**src/rtl/rom_burst_arbiter.sv**
```systemverilog
// Two-requester burst-read arbiter in front of a synchronous ROM with a 1-cycle
// registered read. Grants one burst at a time, round-robin on ties.
module rom_burst_arbiter #(
    parameter int DATA_WIDTH = 8,
    parameter int ADDR_WIDTH = 8,
    parameter int LEN_WIDTH  = 8
) (
    input  logic                  clk,
    input  logic                  rst_n,
    input  logic                  req0_valid,
    output logic                  req0_ready,
    input  logic [ADDR_WIDTH-1:0] req0_addr,
    input  logic [LEN_WIDTH-1:0]  req0_len,
    input  logic                  req1_valid,
    output logic                  req1_ready,
    input  logic [ADDR_WIDTH-1:0] req1_addr,
    input  logic [LEN_WIDTH-1:0]  req1_len,
    output logic                  rd0_valid,
    output logic [DATA_WIDTH-1:0] rd0_data,
    output logic                  rd0_done,
    output logic                  rd1_valid,
    output logic [DATA_WIDTH-1:0] rd1_data,
    output logic                  rd1_done,
    output logic                  rom_csen,
    output logic [ADDR_WIDTH-1:0] rom_addr,
    input  logic [DATA_WIDTH-1:0] rom_data,
    output logic                  busy,
    output logic                  grant_id
);

    typedef enum logic [1:0] {
        IDLE  = 2'd0,
        BURST = 2'd1,
        DRAIN = 2'd2
    } state_t;

    localparam logic [ADDR_WIDTH-1:0] ADDR_ONE = 1;
    localparam logic [LEN_WIDTH-1:0]  LEN_ONE  = 1;

    state_t                 state;
    logic [LEN_WIDTH-1:0]   remaining;
    logic                   last_grant;
    logic                   issue_d;
    logic                   last_d;

    logic                   any_valid;
    logic                   winner;
    logic                   handshake;
    logic                   final_issue;

    // Handshake: a request transfers in a cycle where its valid and ready are
    // both high; ready only rises in IDLE, out of reset, for the arbitration
    // winner, and the requester holds valid/addr/len stable until then.
    always_comb begin
        any_valid   = req0_valid | req1_valid;
        winner      = (req0_valid && req1_valid) ? ~last_grant : req1_valid;
        handshake   = rst_n && (state == IDLE) && any_valid;
        req0_ready  = handshake && !winner;
        req1_ready  = handshake && winner;
        final_issue = (state == BURST) && (remaining == '0);
    end

    always_ff @(posedge clk or negedge rst_n) begin
        if (!rst_n) begin
            state      <= IDLE;
            remaining  <= '0;
            last_grant <= 1'b1;
            grant_id   <= 1'b0;
            rom_csen   <= 1'b0;
            rom_addr   <= '0;
            issue_d    <= 1'b0;
            last_d     <= 1'b0;
        end else begin
            issue_d <= rom_csen;
            last_d  <= final_issue;
            case (state)
                IDLE: begin
                    if (handshake) begin
                        state      <= BURST;
                        rom_csen   <= 1'b1;
                        rom_addr   <= winner ? req1_addr : req0_addr;
                        remaining  <= winner ? req1_len : req0_len;
                        grant_id   <= winner;
                        last_grant <= winner;
                    end
                end
                BURST: begin
                    if (final_issue) begin
                        // rom_addr deliberately keeps the last issued address.
                        state    <= DRAIN;
                        rom_csen <= 1'b0;
                    end else begin
                        rom_addr  <= rom_addr + ADDR_ONE;
                        remaining <= remaining - LEN_ONE;
                    end
                end
                DRAIN: begin
                    state <= IDLE;
                end
                default: begin
                    state    <= IDLE;
                    rom_csen <= 1'b0;
                end
            endcase
        end
    end

    // Data is gated to zero when not valid so a floating ROM output never leaks.
    always_comb begin
        busy      = (state != IDLE);
        rd0_valid = issue_d && (grant_id == 1'b0);
        rd1_valid = issue_d && (grant_id == 1'b1);
        rd0_data  = rd0_valid ? rom_data : '0;
        rd1_data  = rd1_valid ? rom_data : '0;
        rd0_done  = rd0_valid && last_d;
        rd1_done  = rd1_valid && last_d;
    end

endmodule
```
**config.mk**
```make
export PLATFORM = sky130hd
export DESIGN_NAME = rom_burst_arbiter
export DESIGN_NICKNAME = d
export VERILOG_FILES = /design/src/rtl/rom_burst_arbiter.sv
export SDC_FILE = /design/constraint.sdc
export NUM_CORES = 1
export LEC_CHECK = 0
export ABC_AREA = 1
export BUFFER_PORTS_ARGS = -buffer_cell sky130_fd_sc_hd__buf_2
export CAP_MARGIN = 20
export CORE_ASPECT_RATIO = 0.9
export CORE_MARGIN = 10
export CORE_UTILIZATION = 35
export CTS_CLUSTER_SIZE = 14
export DETAILED_ROUTE_END_ITERATION = 10
export GPL_TIMING_DRIVEN = 0
export SLEW_MARGIN = 20
export SYNTH_ARGS = -nofsm -noshare
export SYNTH_HDL_FRONTEND = slang
export SYNTH_SLANG_ARGS = --single-unit
```
**constraint.sdc**
```tcl
create_clock -name clk -period 2.39 [get_ports clk]
set_input_delay 0.1195 -clock clk [delete_from_list [all_inputs] [get_ports clk]]
set_output_delay 0.1195 -clock clk [all_outputs]
set_load 0.02 [all_outputs]
```
==> reports/metrics.cfg <==
[detailed_routing]
vias=1896
vias_per_cell=4.68
wl_per_cell_um=13.7
drc=0
drt_pass1_iterations=4
ant_nets=0
drt-total-wl_um=5560
drt_iter0_drc=101

[sta]
fin_crit_ns=2.05
final_hold_viol_count=0
fin_crit_sh=0.857
tns_ns=0
finalWorstSetupSlack_ns=0.343
finalClockSkew_ns=0.00247
worstMarginPinSlew_ns=0.588
final-max-slew-violation-count=0
slew_headroom=0.608
rsz0062_at_grt=no
hold_slack_ns=0.174
finalSetupViolCount=0
fmax_ghz=0.489

[placed_design]
port_buffers=76
place_congestion=0.815
dp_slack_ns=0.809
placedCellCount=400
dp_hpwl_um=4470
placed_cell_area_mm2=0.00223

[global_route]
grt_remaining_overflow=0
busiest_layer=met2
grtUsageMet3=0.0353
grt_pass1_wl_um=9110
antenna_found_initial=0
grt_util_met2=0.226
grt_pass1_vias=1842
met1_usage=0.172
grt_usage=0.137
grt_start_max_net_pins=25

[finish]
synthToLayoutAreaGrowth_pct=29.2
diodes=0
final_area_mm2=0.00229
final_cells=405
layout_common_cells=80 x buf_2, 61 x nand2_1, 36 x inv_1, 34 x nor2_1, 27 x nand3_1
final_common_cell=buf_2
drive_above_1_share=0.341
fin_nets=388

[clocking]
cts.root.buffer_cell=clkbuf_8
cts_tree=yes
cts.path.max_buffers=2
cts_buffers=3
cts-hold-fix-buffers=1
cts_sinks=23
clk_latency_ns=0.26
post_cts_resized=0
clk_pin_slew_ns=0.08
post_cts.repair.setup_buffers=0
htree_levels=1

[die]
core.rowCount=24
fp.dieW_um=94.9
die_height_um=87.5
pin_count=77
die_area_mm2=0.00830
core-area_mm2=0.00486
initial_core_util=0.364

[worst_setup_path]
cp.arrival_ns=1.93
crit_type=input port to output pin
critPathMaxFanout=24
crit_path_start_kind=input port
cp.required_ns=2.27
cp-end-kind=output pin

[yosys]
synth_area_mm2=0.00177
ys_warn_count=0
syn_avg_cell_area_um2=6.83
syn_nets=306
syn_inst=259
synthDistinctLibCells=28
ys_seq_area_frac=0.326
ys_seq_elements=23

[power_and_ir_drop]
p_comb_frac=0.133
p_int_uw=550
power_leakage_nw=1.27
seq_power_share=0.533
irDropWorstVdd_uv=172
swShare=0.247
power_density_mw_per_mm2=319
p_sw_uw=180
pwr-share-clk=0.335

[job]
cap_viol_max_count=0

[hold_path]
hold_class=input port to register

[status]
status=finished, final reports clean

[cells by family (layout without fill, tap and decap cells)]
kind of cell	after synthesis	in the layout	synth area share
AOI/OAI and AO/OA	48	48	0.170
and+or+nand+nor	134	134	0.340
DFF	23	23	0.326
buffers and inverters	49	130	0.132
adders and majority gates	3	3	0.0212
xor gates and xnor gates	2	2	0.00990
[through the flow]
stage,power (mW),utilization
4_1_cts,0.743,0.470
6_report,0.730,0.470
2_1_floorplan,0.435,-
3_3_place_gp,0.492,0.459
5_1_grt,0.767,0.470
3_5_place_dp,0.494,0.459
[power groups by stage]
stage	logic, mW	registers, mW	clock network [mW]
6_report	0.0970	0.389	0.244
5_1_grt	0.108	0.389	0.270
4_1_cts	0.0990	0.389	0.256
3_5_place_dp	0.0975	0.397	0
3_3_place_gp	0.0952	0.397	0
2_1_floorplan	0.0386	0.397	0
[registers in the layout, indices dropped and copies added (netlist names)]
signal,flops
issue_d,1
state,2
grant_id,1
remaining,8
rom_csen,1
last_d,1
last_grant,1
rom_addr,8
[per-layer routing]
metal	wire length [um]	vias to the layer above	share of wire
met5	0	-	0
met4	63	0	0.011
met3	532	6	0.096
met2	2460	66	0.44
met1	2500	843	0.45
li1	-	981	-
[layout make-up]
type                       count  area (um^2)
clock buffer                   4         45.0
timing repair buffer          77          390
inverter                      39          146
fill                         526         2580
buffer                        10         87.6
multi-input combinational    187          958
sequential                    23          577
tap                           65         81.3
[final timing paths]
path | slack (ns) | depth (start not counted) | end | startpoint
max | 0.34 | 6 | req1_ready | rst_n
max reg2reg | 0.93 | 8 | rom_addr[1] | remaining[0]
max in group asynchronous | 1.62 | 2 | remaining[0] | rst_n
min | 0.17 | 5 | remaining[4] | req1_len[4]
min reg2reg | 0.41 | 0 | issue_d | rom_csen
min in group asynchronous | 0.39 | 2 | rom_addr[2] | rst_n
[cell usage after synthesis (all sizes together)]
master / number / area share
o211ai: 2 / 0.019
dfrtp: 22 / 0.31
o21bai: 1 / 0.0042
inv: 39 / 0.083
nor2: 38 / 0.089
nand2: 68 / 0.16
xor2: 1 / 0.0050
o21ai: 32 / 0.10
nand3: 27 / 0.076
o22ai: 1 / 0.0035
a21oi: 12 / 0.040
dfstp: 1 / 0.015
nand4: 1 / 0.012
buf: 10 / 0.050
ha: 3 / 0.021
xnor2: 1 / 0.0050
[critical path, cell delays in order]
cell and delay (ns):
dlygate4sd3_1 0.52, buf_2 0.49, o211ai_4 0.27, buf_2 0.26
nor2_1 0.10, buf_2 0.17
Power figures use the tool's default switching activity.
